--- src/rtl/calc_pkg.sv ---
// rtl/calc_pkg.sv - shared state encodings, op codes, widths and add/sub helper for calc_core
package calc_pkg;

    localparam int W = 4;

    typedef enum logic [1:0] {
        IDLE   = 2'd0,
        HAVE_A = 2'd1,
        READY  = 2'd2,
        SHOW   = 2'd3
    } state_t;

    typedef enum logic {
        OP_ADD = 1'b0,
        OP_SUB = 1'b1
    } op_t;

    localparam logic [W-1:0] MAX_POS = 4'b0111;
    localparam logic [W-1:0] MAX_NEG = 4'b1000;

    typedef struct packed {
        logic [W-1:0] r;
        logic         ovf;
    } alu_res_t;

    // Wrapped result plus signed overflow; carry out is intentionally dropped.
    function automatic alu_res_t alu(input logic [W-1:0] a, input logic [W-1:0] b, input op_t op);
        alu_res_t res;
        if (op == OP_ADD) begin
            res.r   = a + b;
            res.ovf = (a[W-1] == b[W-1]) && (res.r[W-1] != a[W-1]);
        end else begin
            res.r   = a - b;
            res.ovf = (a[W-1] != b[W-1]) && (res.r[W-1] != a[W-1]);
        end
        return res;
    endfunction

endpackage

--- src/rtl/calc_press_detect.sv ---
// rtl/calc_press_detect.sv - rising-edge press detector, previous sample resets to 1
module press_detect #(
    parameter int N = 4
) (
    input  logic         clk,
    input  logic         rst,
    input  logic [N-1:0] level,
    output logic [N-1:0] press
);

    logic [N-1:0] prev;

    // Resetting to all-ones suppresses a press for a button held through reset release.
    always_ff @(posedge clk) begin
        if (rst) begin
            prev <= '1;
        end else begin
            prev <= level;
        end
    end

    assign press = level & ~prev;

endmodule

--- src/rtl/calc_core.sv ---
// rtl/calc_core.sv - 4-bit chained add/sub calculator core; CALC_SAT_EN selects saturating result
module calc_core
    import calc_pkg::*;
(
    input  logic         CLK,
    input  logic         RST,
    input  logic [W-1:0] DIN,
    input  logic         LOAD_A,
    input  logic         LOAD_B,
    input  logic         ADD,
    input  logic         SUB,
    output logic [W-1:0] A,
    output logic [W-1:0] B,
    output logic [W-1:0] R,
    output logic         OVF,
    output logic         RES_VALID
);

    state_t       state, state_n;
    logic [W-1:0] a_q, a_n, b_q, b_n, r_q, r_n;
    logic         ovf_q, ovf_n;
    logic [3:0]   press;
    logic [W-1:0] opnd;
    op_t          op;
    alu_res_t     res;
    logic [W-1:0] r_calc;

    press_detect #(.N(4)) u_press (
        .clk   (CLK),
        .rst   (RST),
        .level ({SUB, ADD, LOAD_B, LOAD_A}),
        .press (press)
    );

    // In SHOW the previous result becomes the left operand (chaining).
    assign opnd = (state == SHOW) ? r_q : a_q;
    assign op   = press[2] ? OP_ADD : OP_SUB;
    assign res  = alu(opnd, b_q, op);

`ifdef CALC_SAT_EN
    // On overflow the true result's sign is the sign of the left operand.
    assign r_calc = res.ovf ? (opnd[W-1] ? MAX_NEG : MAX_POS) : res.r;
`else
    assign r_calc = res.r;
`endif

    always_ff @(posedge CLK) begin
        if (RST) begin
            state <= IDLE;
            a_q   <= '0;
            b_q   <= '0;
            r_q   <= '0;
            ovf_q <= 1'b0;
        end else begin
            state <= state_n;
            a_q   <= a_n;
            b_q   <= b_n;
            r_q   <= r_n;
            ovf_q <= ovf_n;
        end
    end

    always_comb begin
        state_n = state;
        a_n     = a_q;
        b_n     = b_q;
        r_n     = r_q;
        ovf_n   = ovf_q;
        if (press[0]) begin
            a_n = DIN;
            if (state == SHOW) begin
                r_n     = '0;
                ovf_n   = 1'b0;
                state_n = HAVE_A;
            end else if (state == IDLE) begin
                state_n = HAVE_A;
            end
        end else if (press[1]) begin
            if (state != IDLE) begin
                b_n = DIN;
                if (state == SHOW) begin
                    r_n   = '0;
                    ovf_n = 1'b0;
                end
                state_n = READY;
            end
        end else if (press[2] || press[3]) begin
            if (state == READY || state == SHOW) begin
                a_n     = opnd;
                r_n     = r_calc;
                ovf_n   = res.ovf;
                state_n = SHOW;
            end
        end
    end

    assign A         = a_q;
    assign B         = b_q;
    assign R         = r_q;
    assign OVF       = ovf_q;
    assign RES_VALID = (state == SHOW);

endmodule

--- config.mk ---
export PLATFORM = sky130hd
export DESIGN_NAME = calc_core
export DESIGN_NICKNAME = d
export VERILOG_FILES = /design/src/rtl/calc_pkg.sv /design/src/rtl/calc_press_detect.sv /design/src/rtl/calc_core.sv
export SDC_FILE = /design/constraint.sdc
export NUM_CORES = 1
export LEC_CHECK = 0
export CAP_MARGIN = 5
export CORE_ASPECT_RATIO = 1.4
export CORE_MARGIN = 5
export CORE_UTILIZATION = 45
export CTS_CLUSTER_DIAMETER = 120
export DETAILED_ROUTE_END_ITERATION = 7
export PLACE_DENSITY = 0.83
export SKIP_CTS_REPAIR_TIMING = 1
export SYNTH_ARGS = -nofsm -noshare
export SYNTH_HDL_FRONTEND = slang
export SYNTH_HIERARCHICAL = 1
export SYNTH_SLANG_ARGS = --single-unit
--- constraint.sdc ---
create_clock -name CLK -period 2.1 [get_ports CLK]
set_input_delay 0.63 -clock CLK [delete_from_list [all_inputs] [get_ports CLK]]
set_output_delay 0.63 -clock CLK [all_outputs]
set_load 0.05 [all_outputs]
==> out/results.ini <==
[power]
p_leak_nw = 0.650
combinationalPowerShare_pct = 17.0
clkPwrFrac_pct = 28.0
internal_power_uw = 501
power.switching_uw = 180
powerDensity_nw_per_um2 = 440
peakVddDrop_v = 0.000370
sw_frac_of_total_pct = 26.4
seq_power_share_pct = 55.0

[yosys]
syn-cell-area_um2 = 1140
synth-edff-count = 0
syn-num-nets = 147
postSynthAreaPerCell_um2 = 8.80
ys_seq_area_share_pct = 33.3
ys_ff_latch = 19
synth_warnings = 6
syn-instance-count = 130
synth-main-ff-cell = dfxtp_1
async_flop_share_pct = 0
synth.distinct_cells = 37

[cts]
cts_made_buffers = 3
clock_latency_ns = 0.31
clk_pin_slew_ns = 0.11
root_buffer = clkbuf_4
cts_tree = built
cts.path.max_buffers = 2
cts_htree_levels = 1
cts_sinks = 19

[die]
dieArea_um2 = 3660
core_um2 = 2420
pin_count = 24
start_util_pct = 47.3
row_count = 21
die_y_um = 69.6
die_w_um = 52.6

[detailed_routing]
antenna_left = 0
post_drt_wl_per_cell_um = 14.3
vias_per_cell = 5.33
drt-initial-drc-count = 12
drc = 0
routed_wl_um = 2900
dr_total_vias = 1083
first_pass_iters = 4

[placed_design]
gp_congestion = 0.881
dpl.hpwl_um = 2330
place_inst = 199
io_buffers = 23
placed_area_um2 = 1490

[timing]
drv_slew = 0
tightestPinTransition_ns = 0.433
setup_viol = 0
final.setup_skew_ns = 0.00630
fin_crit_ns = 2.00
hold_viol = 0
fmax_ghz = 0.500
relSlewSlack_pct = 70.8
period_share_pct = 95.3

[global_routing]
grt_pass1_vias = 1070
grt_pass1_wl_um = 4660
grt_use_total_pct = 16.8
grt_overflow = 0
antenna_found_initial = 0
grt_max_degree = 20

[status]
status = finished, final reports clean

[min_path]
hold_path.startpoint = R[0]$_SDFFE_PP0P_
hp-class = reg2reg

[layout]
fin_cells = 203
fin_nets = 187
design_area_um2 = 1550
diodes = 0
multi_input_area_um2 = 729
drive_above_1_share_pct = 29.6
regArea_um2 = 384
syn_to_final_growth_pct = 35.3
fillers = 207

[critical_path]
r2r_start = state[0]$_SDFFE_PP0P_
arrival_ns = 2.20
path_class = reg2reg
crit_path_end_kind = register
critPathRequiredTime_ns = 2.30
cp_max_fo = 4
setup.worst_path.start_class = register
cp-startpoint = state[0]$_SDFFE_PP0P_

[job]
max-cap-violations = 0

final timing paths:
kind	end	slack (ns)	cells past startpoint
worst min register to register	R[0]$_SDFFE_PP0P_	0.53	2
worst max-delay path	OVF$_SDFFE_PP0P_	0.1	8
worst min-delay path	R[0]$_SDFFE_PP0P_	0.53	2
worst max register to register	OVF$_SDFFE_PP0P_	0.1	8
logic make-up after synthesis:
kind of cell | share of synthesized area (%)
DFF | 33.3
muxes | 8.10
buffers and inverters | 5.36
AOI/OAI and AO/OA | 18.3
xor gates and xnor gates | 1.53
adders and majority gates | 8.97
and+or+nand+nor | 24.5
state kept, by name, indices dropped and copies added (netlist names):
signal and cells:
A 4, B 4, R 4, u_press/prev 4, state 2, OVF 1
cell type report:
cell class	instances	area share (%)
Tap cell	34	2.75
Inverter	6	1.46
Timing Repair Buffer	41	22.2
Clock buffer	4	1.70
Sequential cell	19	24.8
Multi-Input combinational cell	99	47.1
cells in the mapped netlist, types with 4 or more instances:
library cell	instances	area [um2]
o21ai_0	4	20.0
or2_1	4	25.0
nor3_1	5	25.0
nor2_1	15	56.3
inv_1	6	22.5
a21oi_1	5	25.0
nand2_1	9	33.8
ha_1	5	62.6
dfxtp_1	19	380
nor2b_1	7	43.8
mux2i_1	7	70.1
critical path: stages (launching register included):
cell,delay [ns]
dfxtp_2,0.34
nand2_1,0.14
mux2_2,0.40
ha_1,0.35
nor3b_2,0.26
nor3_2,0.09
mux2i_1,0.12
nand3_1,0.09
o211ai_1,0.09
metal layers:
layer / vias up / track usage (%) / wire length [um] / part of all wire, %
met1: 508 / 17.3 / 1120 / 39
met4: 0 / 9.66 / 93 / 3.2
met5: - / 0 / 0 / 0
met3: 11 / 2.58 / 141 / 4.9
met2: 31 / 30.2 / 1540 / 53
li1: 533 / - / - / -
layout by cell type, fill, tap and decap left out, drive strengths merged:
master	netlist	layout
buf	3	32
dfxtp	19	19
nor2	15	15
nand2	9	9
clkdlybuf4s50	0	9
mux2i	7	7
nor2b	7	7
inv	6	6
a21oi	5	5
nor3	5	5
or2	5	5
ha	5	5
o21ai	4	4
clkbuf	3	4
o211ai	3	3
nand3b	3	3
a22oi	3	3
a21boi	3	3
mux2	2	2
a21o	2	2
a211o	2	2
o21a	2	2
nand3	2	2
xnor2	2	2
fa	2	2
and3	2	2
o31ai	2	2
nor4	2	2
nand2b	1	1
a211oi	1	1
o311a	1	1
nor3b	1	1
or3	1	1
power by group through the flow:
stage | combinational [mW] | clock [mW] | sequential, mW
floorplan | 0.0560 | 0 | 0.392
global placement | 0.111 | 0 | 0.382
detailed placement | 0.114 | 0 | 0.383
CTS | 0.114 | 0.200 | 0.375
global route | 0.126 | 0.217 | 0.376
finish | 0.116 | 0.191 | 0.375
per-stage QoR:
| step | util (%) | setup TNS (ns) | hold slack (ns) | setup WS, ns | total power, mW |
|---|---|---|---|---|---|
| final | 64.0 | 0 | 0.533 | 0.0996 | 0.681 |
| after global routing | 64.0 | -0.0380 | 0.588 | -0.0256 | 0.719 |
| after CTS | 62.8 | -0.0180 | 0.537 | -0.0180 | 0.688 |
| after detailed placement | 61.7 | -0.951 | 0.509 | -0.149 | 0.496 |
| after global placement | 61.7 | -0.457 | 0.493 | -0.0948 | 0.493 |
| after floorplan | - | 0 | 0.520 | 0.00830 | 0.448 |
Power figures use the tool's default switching activity.
